**src/rtl/if_stage_pkg.sv**
```systemverilog
// if_stage_pkg: shared widths, bubble encoding, reset PC and fetch FSM states
package if_stage_pkg;
    localparam int ADDR_WIDTH = 32;
    localparam int INST_WIDTH = 32;
    localparam logic [INST_WIDTH-1:0] DEF_NOP_INST = 32'h0000_0013;
    localparam logic [ADDR_WIDTH-1:0] DEF_RESET_PC = 32'h0000_0000;
    typedef enum logic [1:0] {S_IDLE, S_REQ, S_HOLD} state_t;
endpackage

```
**src/rtl/if_stage_if.sv**
```systemverilog
// if_stage_if: req/ack instruction-memory port between the fetch stage and memory
interface if_stage_if;
    import if_stage_pkg::*;
    logic                  mem_req;
    logic [ADDR_WIDTH-1:0] mem_addr;
    logic                  mem_ack;
    logic [INST_WIDTH-1:0] mem_rdata;
    modport master (output mem_req, mem_addr, input mem_ack, mem_rdata);
    modport slave (input mem_req, mem_addr, output mem_ack, mem_rdata);
endinterface

```
**src/rtl/if_skid_buf.sv**
```systemverilog
// if_skid_buf: one-entry {addr, inst} park slot for a word fetched while ID is stalled
module if_skid_buf
    import if_stage_pkg::*;
(
    input  logic                  CLK,
    input  logic                  RST,
    input  logic                  load,
    input  logic                  drain,
    input  logic                  clear,
    input  logic [ADDR_WIDTH-1:0] d_addr,
    input  logic [INST_WIDTH-1:0] d_inst,
    output logic [ADDR_WIDTH-1:0] addr,
    output logic [INST_WIDTH-1:0] inst,
    output logic                  full
);
    always_ff @(posedge CLK) begin
        if (RST) begin
            addr <= '0;
            inst <= '0;
            full <= 1'b0;
        end else begin
            if (load) begin
                addr <= d_addr;
                inst <= d_inst;
            end
            full <= load ? 1'b1 : (drain || clear) ? 1'b0 : full;
        end
    end
endmodule

```
**src/rtl/if_stage.sv**
```systemverilog
// if_stage: RV32I fetch stage owning the PC, the memory request and the IF/ID registers
module if_stage
    import if_stage_pkg::*;
#(
    parameter logic [ADDR_WIDTH-1:0] RESET_PC = DEF_RESET_PC,
    parameter logic [INST_WIDTH-1:0] NOP_INST = DEF_NOP_INST
) (
    input  logic                  CLK,
    input  logic                  RST,
    input  logic                  stall,
    input  logic                  branch_flag,
    input  logic [ADDR_WIDTH-1:0] branch_target_address,
    if_stage_if.master            mem,
    output logic [ADDR_WIDTH-1:0] id_addr,
    output logic [INST_WIDTH-1:0] id_inst,
    output logic                  id_valid
);
    state_t state, state_n;
    logic [ADDR_WIDTH-1:0] pc, pc_n, addr_q, addr_n, id_addr_n, buf_addr;
    logic [INST_WIDTH-1:0] id_inst_n, buf_inst;
    logic kill, kill_n, id_valid_n, buf_load, buf_drain, buf_clear, buf_full, redirect;

    assign mem.mem_req  = state == S_REQ;
    assign mem.mem_addr = addr_q;
    assign redirect     = !stall && branch_flag;

    if_skid_buf u_buf (
        .CLK    (CLK),
        .RST    (RST),
        .load   (buf_load),
        .drain  (buf_drain),
        .clear  (buf_clear),
        .d_addr (addr_q),
        .d_inst (mem.mem_rdata),
        .addr   (buf_addr),
        .inst   (buf_inst),
        .full   (buf_full)
    );

    always_ff @(posedge CLK) begin
        if (RST) begin
            state    <= S_IDLE;
            pc       <= RESET_PC;
            addr_q   <= '0;
            kill     <= 1'b0;
            id_addr  <= '0;
            id_inst  <= NOP_INST;
            id_valid <= 1'b0;
        end else begin
            state    <= state_n;
            pc       <= pc_n;
            addr_q   <= addr_n;
            kill     <= kill_n;
            id_addr  <= id_addr_n;
            id_inst  <= id_inst_n;
            id_valid <= id_valid_n;
        end
    end

    // Without a stall ID sees a bubble unless a word is delivered this cycle
    always_comb begin
        state_n    = state;
        pc_n       = pc;
        addr_n     = addr_q;
        kill_n     = kill;
        id_addr_n  = id_addr;
        id_inst_n  = stall ? id_inst : NOP_INST;
        id_valid_n = stall ? id_valid : 1'b0;
        buf_load   = 1'b0;
        buf_drain  = 1'b0;
        buf_clear  = 1'b0;
        case (state)
            S_IDLE: begin
                state_n   = S_REQ;
                pc_n      = redirect ? branch_target_address : pc;
                addr_n    = pc_n;
                buf_clear = redirect;
            end
            S_REQ: begin
                if (redirect) begin
                    pc_n      = branch_target_address;
                    buf_clear = 1'b1;
                    kill_n    = !mem.mem_ack;
                    addr_n    = mem.mem_ack ? branch_target_address : addr_q;
                end else if (mem.mem_ack && kill) begin
                    kill_n = 1'b0;
                    addr_n = pc;
                end else if (mem.mem_ack) begin
                    pc_n     = pc + 32'd4;
                    addr_n   = pc + 32'd4;
                    buf_load = stall;
                    state_n  = stall ? S_HOLD : S_REQ;
                    if (!stall) begin
                        id_addr_n  = addr_q;
                        id_inst_n  = mem.mem_rdata;
                        id_valid_n = 1'b1;
                    end
                end
            end
            S_HOLD: begin
                if (!stall) begin
                    state_n = S_REQ;
                    if (branch_flag) begin
                        pc_n      = branch_target_address;
                        addr_n    = branch_target_address;
                        buf_clear = 1'b1;
                    end else begin
                        id_addr_n  = buf_addr;
                        id_inst_n  = buf_inst;
                        id_valid_n = buf_full;
                        buf_drain  = 1'b1;
                    end
                end
            end
            default: state_n = S_IDLE;
        endcase
    end
endmodule

```
**src/flat_wrapper.sv**
```systemverilog
// flat-port wrapper written by rule: the top's interface ports become plain ports
module if_stage_flat import if_stage_pkg::*;
#(
    parameter logic [ADDR_WIDTH-1:0] RESET_PC = DEF_RESET_PC,
    parameter logic [INST_WIDTH-1:0] NOP_INST = DEF_NOP_INST
)
  (CLK, RST, stall, branch_flag, branch_target_address, id_addr, id_inst, id_valid, mem_mem_req, mem_mem_addr, mem_mem_ack, mem_mem_rdata);
  if_stage_if mem_i ();
  input  logic CLK;
  input  logic RST;
  input  logic stall;
  input  logic branch_flag;
  input  logic [ADDR_WIDTH-1:0] branch_target_address;
  output logic [ADDR_WIDTH-1:0] id_addr;
  output logic [INST_WIDTH-1:0] id_inst;
  output logic id_valid;
  output wire logic [$bits(mem_i.mem_req)-1:0] mem_mem_req;
  output wire logic [$bits(mem_i.mem_addr)-1:0] mem_mem_addr;
  input wire logic [$bits(mem_i.mem_ack)-1:0] mem_mem_ack;
  input wire logic [$bits(mem_i.mem_rdata)-1:0] mem_mem_rdata;
  assign mem_mem_req = mem_i.mem_req;
  assign mem_mem_addr = mem_i.mem_addr;
  assign mem_i.mem_ack = mem_mem_ack;
  assign mem_i.mem_rdata = mem_mem_rdata;
  if_stage #(.RESET_PC(RESET_PC), .NOP_INST(NOP_INST)) u_core (.CLK(CLK), .RST(RST), .stall(stall), .branch_flag(branch_flag), .branch_target_address(branch_target_address), .mem(mem_i), .id_addr(id_addr), .id_inst(id_inst), .id_valid(id_valid));
endmodule
```
**config.mk**
```make
export PLATFORM = sky130hd
export DESIGN_NAME = if_stage_flat
export DESIGN_NICKNAME = d
export VERILOG_FILES = /design/src/rtl/if_stage_pkg.sv /design/src/rtl/if_stage_if.sv /design/src/rtl/if_skid_buf.sv /design/src/rtl/if_stage.sv /design/src/flat_wrapper.sv
export SDC_FILE = /design/constraint.sdc
export NUM_CORES = 1
export LEC_CHECK = 0
export ABC_AREA = 1
export BUFFER_PORTS_ARGS = -buffer_cell sky130_fd_sc_hd__buf_2
export CAP_MARGIN = 10
export CORE_MARGIN = 1
export CORE_UTILIZATION = 58
export DETAILED_ROUTE_END_ITERATION = 12
export GPL_ROUTABILITY_DRIVEN = 1
export PLACE_DENSITY = 0.88
export SYNTH_ARGS = -nofsm -noshare
export SYNTH_HDL_FRONTEND = slang
export SYNTH_SLANG_ARGS = --single-unit
```
**constraint.sdc**
```tcl
create_clock -name CLK -period 2.5 [get_ports CLK]
set_input_delay 0.5 -clock CLK [delete_from_list [all_inputs] [get_ports CLK]]
set_output_delay 0.5 -clock CLK [all_outputs]
set_load 0.01 [all_outputs]
```
# [After elaboration in Yosys (flattened, before gate mapping)]
# Index checks and enable logic that the tools add are counted.
[op_classes] muxes=55 n_eq_ne=13 addsub=1 reduce_logical=15
[ops] op="two-way mux 32 bit" count=22
[ops] op="case mux 32 bit (3 select lines)" count=2
[ops] op="case mux 32 bit (2 select lines)" count=2
[ops] op="adder 32 x 3 -> 32 bit (second input constant)" count=1
[ops] op="two-way mux 1 bit" count=21
[ops] op="inequality test 2 bit (second input constant)" count=6
[ops] op="two-way mux 2 bit" count=5
[ops] op="AND reduction 5 bit" count=2
[ops] op="AND reduction 7 bit" count=1
[ops] op="inequality test 3 x 1 -> 1 bit (second input constant)" count=2
[ops] op="case mux 2 bit (3 select lines)" count=1
[ops] op="nonzero test 2 bit" count=3
[ops] op="AND reduction 4 bit" count=1
[ops] op="inequality test 3 x 2 -> 1 bit (second input constant)" count=1
[ops] op="inequality test 3 bit (second input constant)" count=1
[ops] op="case mux 1 bit (3 select lines)" count=1
[ops] op="nonzero test 3 bit" count=1
[ops] op="equality test 2 x 1 -> 1 bit (second input constant)" count=1
[ops] op="equality test 2 bit (second input constant)" count=1
[ops] op="logical AND 1 bit" count=2
[ops] op="logical NOT 1 bit" count=2
[ops] op="logical NOT 2 bit" count=1
[ops] op="inequality test 2 x 1 -> 1 bit (second input constant)" count=1
[ops] op="case mux 1 bit (2 select lines)" count=1
[ops] op="2 further kinds" count=2
[totals] output_inout_bits=98 wordCells=94 reg_bits=197

# [Depth between registers and ports, before layout]
# Gate-level depths: netlist of the first run.
[depth] ltp_word=7 ltp_mapped=13 mapped_depth_nobuf=13

# [Cells and area by module]
# Synthesis of the first run repeated with hierarchy kept, for this count alone.
[unflattened] hier_cells=1688 hier_area_um2=10876.7
[modules_own_cells] module="if_stage" seq_area_each_um2=2642.5 cells_each=1405 n_inst=1 area_each_um2=8514.4
[modules_own_cells] module="if_skid_buf" seq_area_each_um2=1301.2 cells_each=283 n_inst=1 area_each_um2=2362.3

# [Worst setup path before layout of the first run]
# No wires, ideal clock.
[synth_path] path_kind="register -> register" startpoint="register u_core.state[1]" endpoint="register u_core.id_addr[10]" arrival_ps=1781 path_stages_with_launch=13 slack_ps=600 setup_time_ps=119 synth_period_minus_slack_ps=1900 cell_sequence="dfxtp_1 inv_1 ha_1 buf_2 inv_2 nor2_1 a21oi_1 nand2_2 a21oi_2 o211ai_4 buf_4 o21ai_1 a21oi_1"
[synth_via] elab_chain_len=3 word_cells_on_any_way=11 classes_between="8 x eq/ne; 1 x mux; 2 x reduce/logical"
[synth_lines] element="start: declaration" line="if_stage.sv:18" source="state_t state, state_n;"
[synth_lines] element="start signal: assignment" line="if_stage.sv:50" source="state <= state_n;"
[synth_lines] element="equality test 2 x 1 -> 1 bit *"
[synth_lines] element="named net mem_mem_req" line="flat_wrapper.sv:17" source="output wire logic [$bits(mem_i.mem_req)-1:0] mem_mem_req;"
[synth_lines] element="inequality test 2 bit (no line), or another cell as far along"
[synth_lines] element="AND reduction 7 bit (no line)"
[synth_lines] element="end signal: assignment" line="if_stage.sv:54" source="id_addr <= id_addr_n;"
[synth_lines] element="end: declaration" line="if_stage.sv:14" source="output logic [ADDR_WIDTH-1:0] id_addr,"
# The timed path passes the listed nets; every way through them passes the cells marked *.
# A chain may end at the register's enable or synchronous reset.

# [Final worst setup path of the first run]
[layout_path] startpoint="register u_core.state[1]" endpoint="register u_core.u_buf.addr[22]"
[layout_via] elab_chain_len=2
[layout_lines] element="equality test 2 x 1 -> 1 bit" line="if_stage.sv:72" source="case (state)"
[layout_lines] element="two-way mux 1 bit" line="if_stage.sv:72"
[layout_lines] element="end signal: assignment" line="if_skid_buf.sv:23" source="addr <= d_addr;"
[layout_lines] element="end: declaration" line="if_skid_buf.sv:12" source="output logic [ADDR_WIDTH-1:0] addr,"
# No other way between the ends.

==> results.json, run 1 <==
{
  "fin_nets": 1944,
  "tns_ps": 0,
  "wirelength_mm": 34.6,
  "dp_slack_ps": 333,
  "hold_path_depth": 3,
  "drv_cap": 0,
  "grt_pass1_vias": 11347,
  "rsz0062_at_grt": "no",
  "yosysTopAreaCell": "dfxtp_1",
  "arrival_ps": 2620,
  "fmax_mhz": 447,
  "cts_tree": "done",
  "power_mw": 14.1,
  "vias_per_cell": 5.96,
  "antenna_found_initial": 0,
  "clkSinkCount": 197,
  "vias": 12587,
  "synth_cell_type_count": 42,
  "hp-class": "input pin to flop",
  "ys_seq_area_share_pct": 35.9,
  "layout_setup_ws_ps": 263,
  "area_growth_pct": 14.5,
  "grt_start_max_net_pins": 80,
  "finalSetupViolations": 0,
  "multiInputGateArea_um2": 6110,
  "slew_headroom_pct": 28.7,
  "status": "finished clean",
  "utilization_pct": 68.9,
  "num-fill-cells": 1541,
  "wl_per_cell_um": 16.4,
  "dr.pass1.iters": 6,
  "start_kind": "flop",
  "die_y_um": 140,
  "rows": 49,
  "coreArea_um2": 18300,
  "slowest_stage": "inv_2",
  "route.detailed.drc": 0,
  "finalCritPeriodShare_pct": 89.5,
  "grt_pass1_wl_mm": 55.2,
  "synth_ff_type": "dfxtp_1",
  "path_depth": 8,
  "die_w_um": 140,
  "crit_chain": "inv_1 > ha_1 > buf_4 > nand2_1 > nor2_4 > inv_2 > nor2_1 > nor2_1",
  "vdd_ir_drop_max_mv": 0.708,
  "worstSetupEndpointType": "flop",
  "path_buf_inv": 3,
  "fin_crit_ps": 2240,
  "crit_type": "flop to flop",
  "finalHoldViolations": 0,
  "synth_top_area_share_pct": 35.9,
  "fp.dieArea_um2": 19500,
  "post-cts-setup-buffers": 0,
  "critPathTopFamily": "buffers and inverters",
  "hpwl_mm": 22.4,
  "ff2ff_path_depth": 8,
  "cts_resized": 0,
  "drive_above_1_share_pct": 13.9,
  "drt-initial-drc-count": 1386,
  "clk_pin_slew_ps": 80,
  "crit_top_cell": "nor2_1",
  "drv_slew": 0,
  "grt_use_total_pct": 35.0,
  "p_leak_nw": 5.78,
  "ys_warn_count": 0,
  "netlist_instances": 1764,
  "start_util_pct": 60.1,
  "pwr_density_cell_nw_per_um2": 1120,
  "synth_seq_cells": 197,
  "htreeDepth": 4,
  "cp_data_required_time_ps": 2880,
  "numCtsBuffers": 17,
  "seqCellArea_um2": 3940,
  "async_flop_share_pct": 0,
  "cts_buffer_depth": 2,
  "syn_avg_cell_area_um2": 6.23,
  "tightest_slew_ps": 1070,
  "skew_ps": 10.2,
  "portBuffers": 166,
  "ant_nets": 0,
  "crit_path_max_incr_delay_ps": 760,
  "ys_top_cells_by_area": "dfxtp_1, nand2_1, o21ai_0",
  "ios": 167,
  "clock_latency_ps": 450,
  "synth.net_count": 1838,
  "cts_root_buffer": "clkbuf_16",
  "netlist_area_um2": 11000,
  "gp_congestion": 0.964,
  "cts_hold_buf": 0,
  "gr-total-overflow": 0,
  "cp_max_fo": 58,
  "synth_edf_count": 0,
  "antenna_cells": 0
}
## registers in the layout (all words and copies together), names as in the netlist
name                 cells
u_core.id_addr          32
u_core.id_inst          32
u_core.mem.mem_addr     32
u_core.pc               32
u_core.u_buf.addr       32
u_core.u_buf.inst       32
u_core.state             2
u_core.id_valid          1
u_core.kill              1
u_core.u_buf.full        1
## cells in the mapped netlist, types with 2 or more instances
library cell and instances:
a22oi_1 25, ha_1 5, o22ai_1 14, nand2_1 474, a32o_1 3, buf_1 10
nand2_2 2, a31oi_1 8, o21a_1 23, o21bai_1 4, xnor2_1 3, nor2_1 259
a211oi_1 2, nor2_4 3, inv_2 11, nor2_2 3, o221ai_1 2, buf_2 31
xor2_1 5, clkbuf_1 68, and2_1 2, dfxtp_1 197, buf_4 4, o21ai_1 35
a21oi_1 171, nor3_1 10, o21ai_0 196, inv_1 111, nand3_1 70
## worst paths after layout
path,start,endpoint,slack [ps]
max,u_core.state[1],u_core.u_buf.addr[22],260
min,mem_mem_rdata[15],u_core.u_buf.inst[15],280
max reg2reg,u_core.state[1],u_core.u_buf.addr[22],260
min reg2reg,u_core.id_addr[12],u_core.id_addr[12],440
## layout by cell type, fill, tap and decap left out, types with 3 or more instances in the layout
cell type and n:
inv_8 7, clkbuf_16 17, buf_2 166, a31oi_1 8, a22oi_1 25, o21ai_1 35, xnor2_1 3, inv_1 110
o21a_1 23, o21ai_0 196, nand2_1 474, o22ai_1 14, xor2_1 5, nor2_2 4, a32o_1 3, nor2_4 3
ha_1 3, nor2_1 258, dfxtp_1 197, buf_4 29, buf_12 6, nor3_1 10, a21oi_1 171, nand3_1 70
o21bai_1 4, inv_2 11
## cell type report
class                   count  area share [%]
clock buffers              18            3.41
repair buffers            201            9.29
inverters                 123            3.69
flip-flops and latches    197            31.3
clock inverters            14            1.38
multi-input cells        1330            48.6
well taps                 229            2.28
## stage by stage
step / std cells / hold slack, ps / instance area [um^2]
final: 2112 / 280 / 12600
after global routing: 2112 / 283 / 12600
after CTS: 2112 / 283 / 12600
after detailed placement: 2080 / 431 / 12000
after global placement: 2080 / 428 / 12000
after floorplan: 1764 / 464 / 11000
## where the power goes
group / leakage (nW) / internal [mW] / switching (mW) / total [mW]
sequential: 1.61 / 3.97 / 0.757 / 4.72
combinational: 3.88 / 2.11 / 4.38 / 6.48
clock: 0.291 / 1.45 / 1.43 / 2.88
total: 5.78 / 7.52 / 6.56 / 14.1
## kinds of logic after synthesis
| kind of cell | synth area share, % |
|---|---|
| adder cells (fa/ha/maj) | 0.569 |
| flip-flops | 35.9 |
| buffers and inverters | 8.60 |
| XOR/XNOR | 0.638 |
| AO/OA/AOI/OAI | 24.6 |
| AND/OR/NAND/NOR | 29.7 |
## worst reg2reg max path, stage by stage (launching register included)
cell and delay [ps]:
dfxtp_1 410, inv_1 120, ha_1 240, buf_4 180, nand2_1 120, nor2_4 60, inv_2 760, nor2_1 140
nor2_1 150
## per-layer routing
metal | part of all wire (%) | up-vias | routed length, um | global-route usage (%)
met2 | 45 | 792 | 15700 | 56.7
li1 | - | 5981 | - | -
met1 | 39 | 5670 | 13300 | 42.8
met4 | 5.3 | 0 | 1830 | 20.5
met3 | 11 | 144 | 3730 | 7.74
met5 | 0 | - | 0 | 0
Power figures use the tool's default switching activity.
==> run 2, diff against run 1 <==
--- a/config.mk
+++ b/config.mk
@@ -13,6 +13,7 @@
 export DETAILED_ROUTE_END_ITERATION = 12
 export GPL_ROUTABILITY_DRIVEN = 1
 export PLACE_DENSITY = 0.88
+export SETUP_SLACK_MARGIN = 0.5
 export SYNTH_ARGS = -nofsm -noshare
 export SYNTH_HDL_FRONTEND = slang
 export SYNTH_SLANG_ARGS = --single-unit
==> constraint.sdc (replaced) <==
create_clock -name CLK -period 2.5 [get_ports CLK]
set_input_delay 0.5 -clock CLK [delete_from_list [all_inputs] [get_ports CLK]]
set_output_delay 0.5 -clock CLK [all_outputs]
set_load 0.1 [all_outputs]
==> run 2 against run 1 <==
Effect of this change: sequential share of layout area decreased by 0.79 points; maximum frequency up 14%; core utilization is 2.0 points higher; setup slack gained 270 ps; sequential power barely moved.
==> results.json, run 2 (synthesis gave the netlist of run 1 again) <==
{
  "drv_cap": 0,
  "placed_cell_area_um2": 12000,
  "final_common_cell": "nand2_1",
  "hp-class": "input pin to flop",
  "layout_setup_ws_ps": 535,
  "arrival_ps": 1470,
  "slew_headroom_pct": 54.2,
  "antenna_cells": 0,
  "seqCellArea_um2": 3960,
  "start_util_pct": 60.1,
  "fin_nets": 1956,
  "clock_latency_ps": 450,
  "grt_pass1_vias": 11158,
  "finalHoldViolations": 0,
  "layout_common_cells": "nand2_1, nor2_1, o21ai_0",
  "drive_above_1_share_pct": 15.7,
  "vias_per_cell": 6.01,
  "dp_slack_ps": 269,
  "crit_type": "flop to primary output",
  "dr.pass1.iters": 6,
  "fin_crit_ps": 1970,
  "layoutNonFillerInstCount": 2124,
  "cp_max_fo": 4,
  "num-fill-cells": 1488,
  "fp.dieArea_um2": 19500,
  "area_growth_pct": 17.9,
  "rows": 49,
  "gp_congestion": 0.966,
  "portBuffers": 166,
  "worstSetupEndpointType": "primary output",
  "hpwl_mm": 22.3,
  "pwr_density_cell_nw_per_um2": 1390,
  "vias": 12760,
  "tns_ps": 0,
  "fmax_mhz": 509,
  "vdd_ir_drop_max_mv": 0.896,
  "finalCritPeriodShare_pct": 78.6,
  "met2WireLength_mm": 16.2,
  "clkSinkCount": 197,
  "dp_cells": 2077,
  "wl_met3_mm": 4.12,
  "grt_pass1_wl_mm": 54.9,
  "die_w_um": 140,
  "numCtsBuffers": 17,
  "multiInputGateArea_um2": 6200,
  "ant_nets": 0,
  "slowest_stage": "dfxtp_1",
  "cts_buffer_depth": 2,
  "ios": 167,
  "utilization_pct": 70.9,
  "tightest_slew_ps": 687,
  "dr.max_layer_used": "met5",
  "finalSetupViolations": 0,
  "wirelength_mm": 35.8,
  "htreeDepth": 4,
  "cts_root_buffer": "clkbuf_16",
  "start_kind": "flop",
  "crit_chain": "buf_2",
  "path_buf_inv": 1,
  "wl_met1_mm": 13.8,
  "p_leak_nw": 5.91,
  "drv_slew": 0,
  "route.detailed.drc": 0,
  "final_area_um2": 12900,
  "rsz0062_at_grt": "yes",
  "die_y_um": 140,
  "wl_per_cell_um": 16.8,
  "antenna_found_initial": 1,
  "status": "finished clean",
  "skew_ps": 12.2,
  "grt_start_max_net_pins": 79,
  "coreArea_um2": 18300,
  "grt_use_total_pct": 34.7,
  "clk_pin_slew_ps": 90,
  "cts_tree": "done",
  "gr-total-overflow": 0,
  "critPathTopFamily": "flip-flops",
  "crit_path_max_incr_delay_ps": 530,
  "drt-initial-drc-count": 1618,
  "cp_data_required_time_ps": 2000
}
==> run 2: changes by cell type in the layout (fill, tap and decap cells not counted), sizes merged <==
cell and delta:
buf +7, clkinv +8, clkinvlp -2, clkbuf +4, inv -4, bufinv -1
==> run 2: worst paths after layout <==
kind	end	slack, ps	depth (start not counted)	start
worst max-delay path	mem_mem_addr[30]	530	1	u_core.mem.mem_addr[30]
worst min-delay path	u_core.u_buf.inst[14]	280	3	mem_mem_rdata[14]
worst max register to register	u_core.mem.mem_addr[24]	570	14	u_core.pc[2]
worst min register to register	u_core.id_addr[11]	440	2	u_core.id_addr[11]
==> run 2: timing repair <==
action | CTS | global route
gates cloned | 0 | 7
pin swaps | 0 | 8
hold endpoints to repair | 0 | 0
hold buffers | 0 | 0
gates resized for setup | 13 | 35
endpoints found under the setup margin | 114 | 125
buffers inserted | 0 | 8
==> run 2: metrics by stage <==
stage,power [mW],hold WS (ps)
global placement,14.0,429
global route,18.9,286
floorplan,12.2,464
CTS,17.1,275
finish,18.0,281
detailed placement,14.2,433
==> run 2: power breakdown <==
part	total (mW)	internal, mW	switching [mW]	leakage [nW]
Combinational	10.4	2.60	7.81	4.00
Clock	2.86	1.38	1.49	0.299
Sequential	4.74	3.98	0.767	1.61
==> run 2: layer usage <==
layer	vias up	global-route usage, %
li1	6008	-
met1	5772	43.0
met2	832	57.8
met3	146	7.12
met4	2	16.5
met5	-	0
==> run 2: area by class of cell <==
| cell class | instances | area share [%] |
|---|---|---|
| Timing Repair Buffer | 213 | 10.9 |
| Clock inverter | 15 | 1.54 |
| Multi-Input combinational cell | 1330 | 47.9 |
| Clock buffer | 17 | 3.29 |
| Sequential cell | 197 | 30.6 |
| Tap cell | 229 | 2.21 |
| Inverter | 123 | 3.64 |
==> run 3, diff against run 2 <==
--- a/config.mk
+++ b/config.mk
@@ -5,14 +5,14 @@
 export SDC_FILE = /design/constraint.sdc
 export NUM_CORES = 1
 export LEC_CHECK = 0
-export ABC_AREA = 1
+export ABC_AREA = 0
 export BUFFER_PORTS_ARGS = -buffer_cell sky130_fd_sc_hd__buf_2
 export CAP_MARGIN = 10
 export CORE_MARGIN = 1
-export CORE_UTILIZATION = 58
+export CORE_UTILIZATION = 52
 export DETAILED_ROUTE_END_ITERATION = 12
 export GPL_ROUTABILITY_DRIVEN = 1
-export PLACE_DENSITY = 0.88
+export PLACE_DENSITY = 0.84
 export SETUP_SLACK_MARGIN = 0.5
 export SYNTH_ARGS = -nofsm -noshare
 export SYNTH_HDL_FRONTEND = slang
==> constraint.sdc (replaced) <==
create_clock -name CLK -period 1.8 [get_ports CLK]
set_input_delay 0.36 -clock CLK [delete_from_list [all_inputs] [get_ports CLK]]
set_output_delay 0.36 -clock CLK [all_outputs]
set_load 0.1 [all_outputs]
==> run 3 against run 2 <==
Effect of this change: the flow now stops in 5_1_grt; synthesized area down 3.0%; synthesized cell count is 22% lower.
==> results.json, run 3 <==
{
  "synth_cell_type_count": 81,
  "hpwl_mm": 29.1,
  "grt_use_total_pct": 88.7,
  "yosysTopAreaCell": "dfxtp_1",
  "grt_start_max_net_pins": 134,
  "numCtsBuffers": 17,
  "cts_hold_buf": 0,
  "ys_seq_area_share_pct": 37.0,
  "gp_congestion": 1.03,
  "synth_edf_count": 0,
  "worstEndpointGrtRepair": "u_core.pc[12]$_SDFFE_PP0P_/D",
  "synth_ff_type": "dfxtp_1",
  "clkSinkCount": 197,
  "cts_buffer_depth": 2,
  "synth_most_common_cell": "nand2_1",
  "cts_root_buffer": "clkbuf_16",
  "ys_warn_count": 0,
  "status": "aborted with a tool error",
  "dp_slack_ps": -486,
  "start_util_pct": 53.9,
  "die_y_um": 145,
  "netlist_instances": 1374,
  "synth.net_count": 1448,
  "dp_cells": 1925,
  "synth_compound_area_share_pct": 27.6,
  "async_flop_share_pct": 0,
  "ys_top_cells_by_area": "dfxtp_1, nand2_1, a21oi_1",
  "synth_top_area_share_pct": 37.0,
  "ios": 167,
  "syn_avg_cell_area_um2": 7.76,
  "worst-ep-kind": "sequential cell input",
  "htreeDepth": 4,
  "synth-xor-area-share_pct": 1.73,
  "stop_stage": "5_1_grt",
  "portBuffers": 166,
  "placed_cell_area_um2": 13600,
  "synth-adder-area-share_pct": 0.587,
  "gr-total-overflow": 699,
  "synth_seq_cells": 197,
  "synth-simple-area-share_pct": 22.8,
  "die_w_um": 145,
  "tool.error": "[ERROR GRT-0232] Routing congestion too high. Check the congestion heatmap in the GUI.",
  "rows": 51,
  "netlist_area_um2": 10700,
  "synth_top_family_by_area": "compound AO/OA/AOI/OAI gates",
  "muxShareOfSynthArea_pct": 4.91,
  "synth_common_cells": "nand2_1, dfxtp_1, a21oi_1, nor2_1, clkbuf_1"
}
[run 3: cell count changes after synthesis, moves of 42 or more]
cell / change
nand2_1: -231
o21ai_0: -146
nor2_1: -140
inv_1: -102
mux2i_1: +50
a211oi_1: +48
a21oi_1: -44
nand3_1: -42
[run 3: what timing repair did]
action,CTS
gates resized for setup,409
endpoints found under the setup margin,294
pin swaps,146
cloned,21
setup buffers,47
[run 3: logic make-up after synthesis]
kind of cell,count (synthesis)
and+or+nand+nor,524
AOI/OAI and AO/OA,430
DFF,197
buffers and inverters,145
muxes,52
xor gates and xnor gates,21
adders and majority gates,5
[run 3: through the flow]
stage               utilization (%)  setup TNS, ps
CTS                            85.1          -5860
detailed placement             68.6         -21920
global placement               68.6         -18010
floorplan                         -         -15370
[run 3: metal layers]
| metal | global-route usage [%] | GRT overflow |
|---|---|---|
| met1 | 86.5 | 10 |
| met2 | 109 | 502 |
| met3 | 68.8 | 15 |
| met4 | 98.4 | 170 |
| met5 | 23.3 | 2 |
